**src/rtl/elastic_pipe_reg_pkg.sv**
```systemverilog
// elastic_pipe_reg_pkg
// Shared configuration for the elastic pipeline register.
//
// Optional feature macro: ELASTIC_PIPE_SKID_EN
//   defined   -> a 1-entry skid buffer sits in front of slot 0. in_ready is
//                then a register output, and capacity grows by one.
//   undefined -> purely combinational ready chain, capacity = STAGES.
//
// Contents:
//   SKID_DEPTH     number of extra entries contributed by the skid buffer
//   pipe_capacity  total number of words the block can hold for a stage count
package elastic_pipe_reg_pkg;

`ifdef ELASTIC_PIPE_SKID_EN
  localparam int SKID_DEPTH = 1;
`else
  localparam int SKID_DEPTH = 0;
`endif

  function automatic int pipe_capacity(input int stages);
    return stages + SKID_DEPTH;
  endfunction

endpackage

```
**src/rtl/elastic_pipe_reg_stage.sv**
```systemverilog
// elastic_pipe_reg_stage
// One valid+data slot of the elastic pipeline. The same slot is reused as the
// optional skid buffer.
//
// Ports:
//   clk         rising-edge clock
//   reset       synchronous active-high reset (valid=0, data=RESET_VALUE)
//   flush       clear slot (valid=0, data=CLR_VALUE); lower priority than reset
//   load        slot takes in_valid this edge (in_data only when in_valid=1)
//   in_valid    valid bit offered by the predecessor
//   in_data     data offered by the predecessor
//   valid       registered valid bit
//   data        registered data
//   valid_next  valid bit the slot will hold after the next edge (no reset)
module elastic_pipe_reg_stage
  import elastic_pipe_reg_pkg::*;
#(
  parameter int               WIDTH       = 32,
  parameter logic [WIDTH-1:0] RESET_VALUE = '0,
  parameter logic [WIDTH-1:0] CLR_VALUE   = '0
) (
  input  logic             clk,
  input  logic             reset,
  input  logic             flush,
  input  logic             load,
  input  logic             in_valid,
  input  logic [WIDTH-1:0] in_data,
  output logic             valid,
  output logic [WIDTH-1:0] data,
  output logic             valid_next
);

  logic             valid_reg;
  logic [WIDTH-1:0] data_reg;
  logic [WIDTH-1:0] data_next;

  always_comb begin
    valid_next = valid_reg;
    data_next  = data_reg;
    if (flush) begin
      valid_next = 1'b0;
      data_next  = CLR_VALUE;
    end else if (load) begin
      valid_next = in_valid;
      // Data is only captured with a real word so a bubble passing through
      // does not disturb what the slot last presented.
      if (in_valid) begin
        data_next = in_data;
      end
    end
  end

  always_ff @(posedge clk) begin
    if (reset) begin
      valid_reg <= 1'b0;
      data_reg  <= RESET_VALUE;
    end else begin
      valid_reg <= valid_next;
      data_reg  <= data_next;
    end
  end

  assign valid = valid_reg;
  assign data  = data_reg;

endmodule

```
**src/rtl/elastic_pipe_reg.sv**
```systemverilog
// elastic_pipe_reg
// STAGES-deep chain of WIDTH-bit slots with valid/ready handshakes on both
// sides, per-slot bubble collapsing, flush and a registered occupancy count.
//
// Optional feature macro: ELASTIC_PIPE_SKID_EN (1-entry skid buffer before
// slot 0, registered in_ready, CAP = STAGES+1). Default: CAP = STAGES.
//
// Ports:
//   clk        rising-edge clock
//   reset      synchronous active-high reset (highest priority)
//   flush      discard all contents at the clock edge
//   in_valid   upstream has data
//   in_ready   block accepts in_data this cycle
//   in_data    upstream data
//   out_valid  last slot holds valid data
//   out_ready  downstream accepts out_data
//   out_data   data of the last slot (driven regardless of out_valid)
//   count      number of valid entries, registered
module elastic_pipe_reg
  import elastic_pipe_reg_pkg::*;
#(
  parameter int               WIDTH       = 32,
  parameter int               STAGES      = 2,
  parameter logic [WIDTH-1:0] RESET_VALUE = '0,
  parameter logic [WIDTH-1:0] CLR_VALUE   = '0,
  localparam int              CAP         = pipe_capacity(STAGES),
  localparam int              CNT_W       = $clog2(CAP + 1)
) (
  input  logic             clk,
  input  logic             reset,
  input  logic             flush,
  input  logic             in_valid,
  output logic             in_ready,
  input  logic [WIDTH-1:0] in_data,
  output logic             out_valid,
  input  logic             out_ready,
  output logic [WIDTH-1:0] out_data,
  output logic [CNT_W-1:0] count
);

  logic [STAGES-1:0] v;
  logic [STAGES-1:0] v_next;
  logic [STAGES-1:0] rdy;
  logic [STAGES-1:0] src_valid;
  logic [WIDTH-1:0]  d        [STAGES];
  logic [WIDTH-1:0]  src_data [STAGES];
  logic [CAP-1:0]    occ_next;
  logic [CNT_W-1:0]  count_reg;
  logic [CNT_W-1:0]  count_next;

  // Ready chain: a slot can take a word if it is empty (bubble collapse) or
  // if its own content is moving on this cycle.
  assign rdy[STAGES-1] = ~v[STAGES-1] | out_ready;

  generate
    for (genvar gi = 0; gi < STAGES - 1; gi++) begin : g_rdy
      assign rdy[gi] = ~v[gi] | rdy[gi+1];
    end

    for (genvar gi = 1; gi < STAGES; gi++) begin : g_src
      assign src_valid[gi] = v[gi-1];
      assign src_data[gi]  = d[gi-1];
    end

    for (genvar gi = 0; gi < STAGES; gi++) begin : g_slot
      elastic_pipe_reg_stage #(
        .WIDTH       (WIDTH),
        .RESET_VALUE (RESET_VALUE),
        .CLR_VALUE   (CLR_VALUE)
      ) u_slot (
        .clk        (clk),
        .reset      (reset),
        .flush      (flush),
        .load       (rdy[gi]),
        .in_valid   (src_valid[gi]),
        .in_data    (src_data[gi]),
        .valid      (v[gi]),
        .data       (d[gi]),
        .valid_next (v_next[gi])
      );
    end
  endgenerate

`ifdef ELASTIC_PIPE_SKID_EN
  logic             skid_v;
  logic             skid_v_next;
  logic [WIDTH-1:0] skid_d;
  logic             skid_load;
  logic             skid_in_valid;

  // in_ready depends only on the skid register (and flush), never on
  // out_ready, which breaks the long combinational ready path.
  assign in_ready = ~skid_v & ~flush;

  // A full skid updates only when slot 0 can drain it (loading a bubble
  // empties it). An empty skid captures the incoming word only when slot 0
  // is blocked; otherwise the word goes straight into slot 0.
  assign skid_load     = skid_v ? rdy[0] : ~rdy[0];
  assign skid_in_valid = in_valid & ~skid_v;

  elastic_pipe_reg_stage #(
    .WIDTH       (WIDTH),
    .RESET_VALUE (RESET_VALUE),
    .CLR_VALUE   (CLR_VALUE)
  ) u_skid (
    .clk        (clk),
    .reset      (reset),
    .flush      (flush),
    .load       (skid_load),
    .in_valid   (skid_in_valid),
    .in_data    (in_data),
    .valid      (skid_v),
    .data       (skid_d),
    .valid_next (skid_v_next)
  );

  // The parked word is older than anything at the input, so it goes first.
  assign src_valid[0] = skid_v | in_valid;
  assign src_data[0]  = skid_v ? skid_d : in_data;
  assign occ_next     = {skid_v_next, v_next};
`else
  assign in_ready     = rdy[0] & ~flush;
  assign src_valid[0] = in_valid;
  assign src_data[0]  = in_data;
  assign occ_next     = v_next;
`endif

  always_comb begin
    count_next = '0;
    for (int i = 0; i < CAP; i++) begin
      count_next = count_next + CNT_W'(occ_next[i]);
    end
  end

  always_ff @(posedge clk) begin
    if (reset) begin
      count_reg <= '0;
    end else begin
      count_reg <= count_next;
    end
  end

  assign count     = count_reg;
  assign out_valid = v[STAGES-1];
  assign out_data  = d[STAGES-1];

endmodule

```
**config.mk**
```make
export PLATFORM = sky130hd
export DESIGN_NAME = elastic_pipe_reg
export DESIGN_NICKNAME = d
export VERILOG_FILES = /design/src/rtl/elastic_pipe_reg_pkg.sv /design/src/rtl/elastic_pipe_reg_stage.sv /design/src/rtl/elastic_pipe_reg.sv
export SDC_FILE = /design/constraint.sdc
export NUM_CORES = 1
export LEC_CHECK = 0
export ABC_AREA = 0
export CAP_MARGIN = 20
export CORE_UTILIZATION = 45
export CTS_BUF_LIST = sky130_fd_sc_hd__clkbuf_8
export CTS_CLUSTER_DIAMETER = 30
export DETAILED_ROUTE_END_ITERATION = 7
export GPL_ROUTABILITY_DRIVEN = 0
export PLACE_DENSITY = 0.77
export SLEW_MARGIN = 10
export SYNTH_ARGS = -nofsm -noshare
export SYNTH_HDL_FRONTEND = slang
export SYNTH_SLANG_ARGS = --single-unit
```
**constraint.sdc**
```tcl
create_clock -name clk -period 1.65 [get_ports clk]
set_clock_uncertainty 0.2 [all_clocks]
set_input_delay 0.165 -clock clk [delete_from_list [all_inputs] [get_ports clk]]
set_output_delay 0.165 -clock clk [all_outputs]
set_load 0.02 [all_outputs]
```
==> results.txt <==
The kind of start point of the critical path is a flop. The HPWL after detailed placement is 4260 um. The fraction of the core area covered by cells at the end of the flow is 0.613. Across the run, the number of max-cap violations was 0. For this run, design rule violations remaining after detail routing come to 0. The wire length on met3 came out at 409 um. Grouping stages by cell kind, the critical path spends the most delay in buffers and inverters. The smallest clock period supported by the final layout is computed as 1.62 ns.

The via count of the first global-routing pass came to 2251. The worst register-to-register path has a setup slack of 0.13 ns. The critical path in this run is classified as reg2out. The initial antenna violation count came out at 0. The number of flip-flops in the largest register came out at 64. The net count after synthesis came out at approximately 380.

TritonCTS built the clock tree. The synthesized instance count came out at 343. The number of clock buffers added by TritonCTS is 9.

Among all stages on the critical path, the largest delay is contributed by clkdlybuf4s50_1. In this run the count of I/O pins placed on the die edge is 73. The clock reaches the later pin of the worst-skew pair after 0.33 ns. In this run the power density over the cells is 890 mW/mm^2.

The pre-CTS worst setup slack is -0.239 ns. In the global route stage, overall resource usage came out at 0.214. After synthesis, the cell types taking the most area are dfxtp_1 (48%), a21oi_1 (11%), nand3_1 (11%).

The leakage component of the power came out at roughly 1.7 nW. The cell chosen for the clock root is clkbuf_8. In this run the tool buffered the top-level ports with 72 buffer cells. The average instance area after synthesis is 8.29 um^2. The number of storage elements in the synthesis netlist is between 60 and 70. The biggest area consumer among synthesized cells is dfxtp_1. The core region area came out at 0.00603 mm^2. The placement-stage cell area came out at 0.00345 mm^2. For the worst setup path, the data arrival time is 1.25 ns.

The maximum fanout encountered on the critical timing path came out at 2. In the final layout, the share of cells above drive strength 1 is 0.102. The routed via count is 2481.

The mean number of vias per cell is roughly 5.4. The worst ir drop on vdd is 0.498 mV. Relative to the synthesized area, the layout overhead comes to 29.8%. In this run the deepest clock path goes through 2 buffers. The highest clock rate is 618 MHz. The worst path meets setup with 0.0319 ns of slack. The number of iterations in the first detailed-routing pass came out at 4. After detailed routing, the wire length on met1 is ~2900 um.

The sequential element share of the synthesized area is 0.479. The clock sink total came out at 68. The number of distinct library cell variants in the gate-level netlist after synthesis came out at 20. After detailed routing, the average wire length per cell comes to about 15 um.

The number of levels in the clock H-tree is 3. The net count of the finished layout is 418. The wire length of the first global-routing pass came out at roughly 11000 um. The portion of the clock cycle consumed by the worst path in the final layout is 0.981.

The synthesis warning total came out at 0. The endpoint required time on the critical path came out at 1.28 ns. Together, buffers and inverters on the worst path number 1. The number of antenna-violating nets in the routed design came out at 0. Global routing finished with a remaining overflow of 0.

The count of filler cells inserted in the layout came out at between 500 and 600. The worst setup path is captured at an output port. The floorplan die height came out at 81.5 um. The area enclosed by the die boundary is 0.00664 mm^2. The final count of negative-setup-slack endpoints is 0. The signal on the critical path passes through clkdlybuf4s50_1. Of the post-synthesis cell area, the dominant cell type holds 0.479. The slew at the pin closest to its max-slew limit is roughly 0.33 ns. The final count of hold timing violations came out at 0.

The effective utilization at floorplan is 0.472. The pin count of the biggest net entering global routing came out at 38. The total wire length is around 6700 um.

Setup repair after global routing left no endpoint under its margin. The final instance area came out at 0.00369 mm^2. The normalized max-slew margin is 0.776.

The floorplan row count is 28. The detailed route wirelength on metal2 is 3200 um. The floorplan step set the die width to ~80 um. The count of inserted antenna diode cells came out at 0. The flow ran to the end, and the final reports show no timing, DRC or antenna violations. The synthesized netlist occupies a cell area of 0.00284 mm^2. The tightest min-delay check is of the in2reg type.

The delay contributed by the slowest stage of the critical path is 0.60 ns. The count of routing violations after the opening detailed-route iteration is about 240. The top routing layer in use is met4. The max-slew violation count came out at 0. The clock transition at the registers of the reported paths is ~0.070 ns. The post-cts hold buffer count came out at 0.
-- area by class of cell --
cell class / count / area, um^2 / share of cell area
Clock buffer: 11 / 151 / 0.0410
Timing Repair Buffer: 92 / 976 / 0.264
Sequential cell: 68 / 1360 / 0.369
Inverter: 2 / 11.3 / 0.00305
Multi-Input combinational cell: 207 / 1060 / 0.286
Clock inverter: 3 / 38.8 / 0.0105
Tap cell: 75 / 93.8 / 0.0254
-- cell usage after synthesis --
master / n
dfxtp_1: 68
or2_1: 1
buf_4: 32
a21oi_1: 64
nor2_1: 7
nand3b_1: 1
buf_2: 12
nand3_1: 64
ha_1: 1
and2b_2: 1
nand2b_1: 1
o21ai_1: 20
and3b_1: 1
buf_6: 5
clkbuf_1: 12
o21ai_0: 44
clkbuf_2: 4
inv_1: 2
nor2b_1: 2
buf_1: 1
-- logic make-up (layout without fill, tap and decap cells) --
| kind of cell | Yosys count | in the layout | share of synthesized area |
|---|---|---|---|
| buffers and inverters | 68 | 108 | 0.152 |
| AOI/OAI and AO/OA | 128 | 128 | 0.225 |
| and+or+nand+nor | 78 | 78 | 0.139 |
| adders and majority gates | 1 | 1 | 0.00440 |
| DFF | 68 | 68 | 0.479 |
-- metal layers --
metal / vias to the layer above / track usage
li1: 1238 / -
met1: 1150 / 0.278
met2: 83 / 0.339
met3: 10 / 0.0411
met4: 0 / 0.102
met5: - / 0
-- cells in the final DEF (no fill, tap or decap), types with 2 or more instances in the layout --
cell type         n
dlygate4sd2_1     8
nand3_1          64
dfxtp_1          67
inv_1             2
dlymetal6s2s_1   23
o21ai_0          44
clkbuf_8         11
buf_4            15
a21oi_1          64
o21ai_1          20
buf_12            5
nor2b_1           2
clkdlybuf4s50_1  40
nor2_1            6
-- what timing repair did --
| action | 4_1_cts | 5_1_grt |
|---|---|---|
| pin swaps | 0 | 0 |
| setup endpoints to repair | 9 | 42 |
| gates resized for setup | 9 | 26 |
| setup buffers | 0 | 1 |
| gates cloned | 0 | 0 |
| hold endpoints to repair | 0 | 0 |
-- worst paths after layout --
kind	from	end	cells past startpoint
min reg2reg	g_slot[0].u_slot.data[21]$_SDFFE_PP0P_	g_slot[1].u_slot.data[21]$_SDFFE_PP0P_	2
max reg2reg	g_slot[0].u_slot.valid$_SDFF_PP0_	g_slot[1].u_slot.data[14]$_SDFFE_PP0P_	5
min	in_data[9]	g_slot[0].u_slot.data[9]$_SDFFE_PP0P_	3
max	g_slot[1].u_slot.data[7]$_SDFFE_PP0P_	out_data[7]	1
-- metrics by stage --
| step | hold slack [ns] | std cells | power [mW] | setup TNS (ns) |
|---|---|---|---|---|
| 3_5_place_dp | 0.254 | 443 | 1.99 | -5.51 |
| 6_report | 0.188 | 458 | 3.29 | 0 |
| 2_1_floorplan | 0.0366 | 343 | 1.84 | 0 |
| 4_1_cts | 0.186 | 457 | 3.30 | 0 |
| 5_1_grt | 0.214 | 458 | 3.41 | 0 |
| 3_3_place_gp | 0.245 | 443 | 1.99 | -4.38 |
-- power by group --
part	switching, mW	internal, mW	total (mW)
sequential	0.0135	1.67	1.68
combinational	0.132	0.143	0.275
clock	0.570	0.756	1.33
No activity file was read; power rests on OpenSTA's default activity.
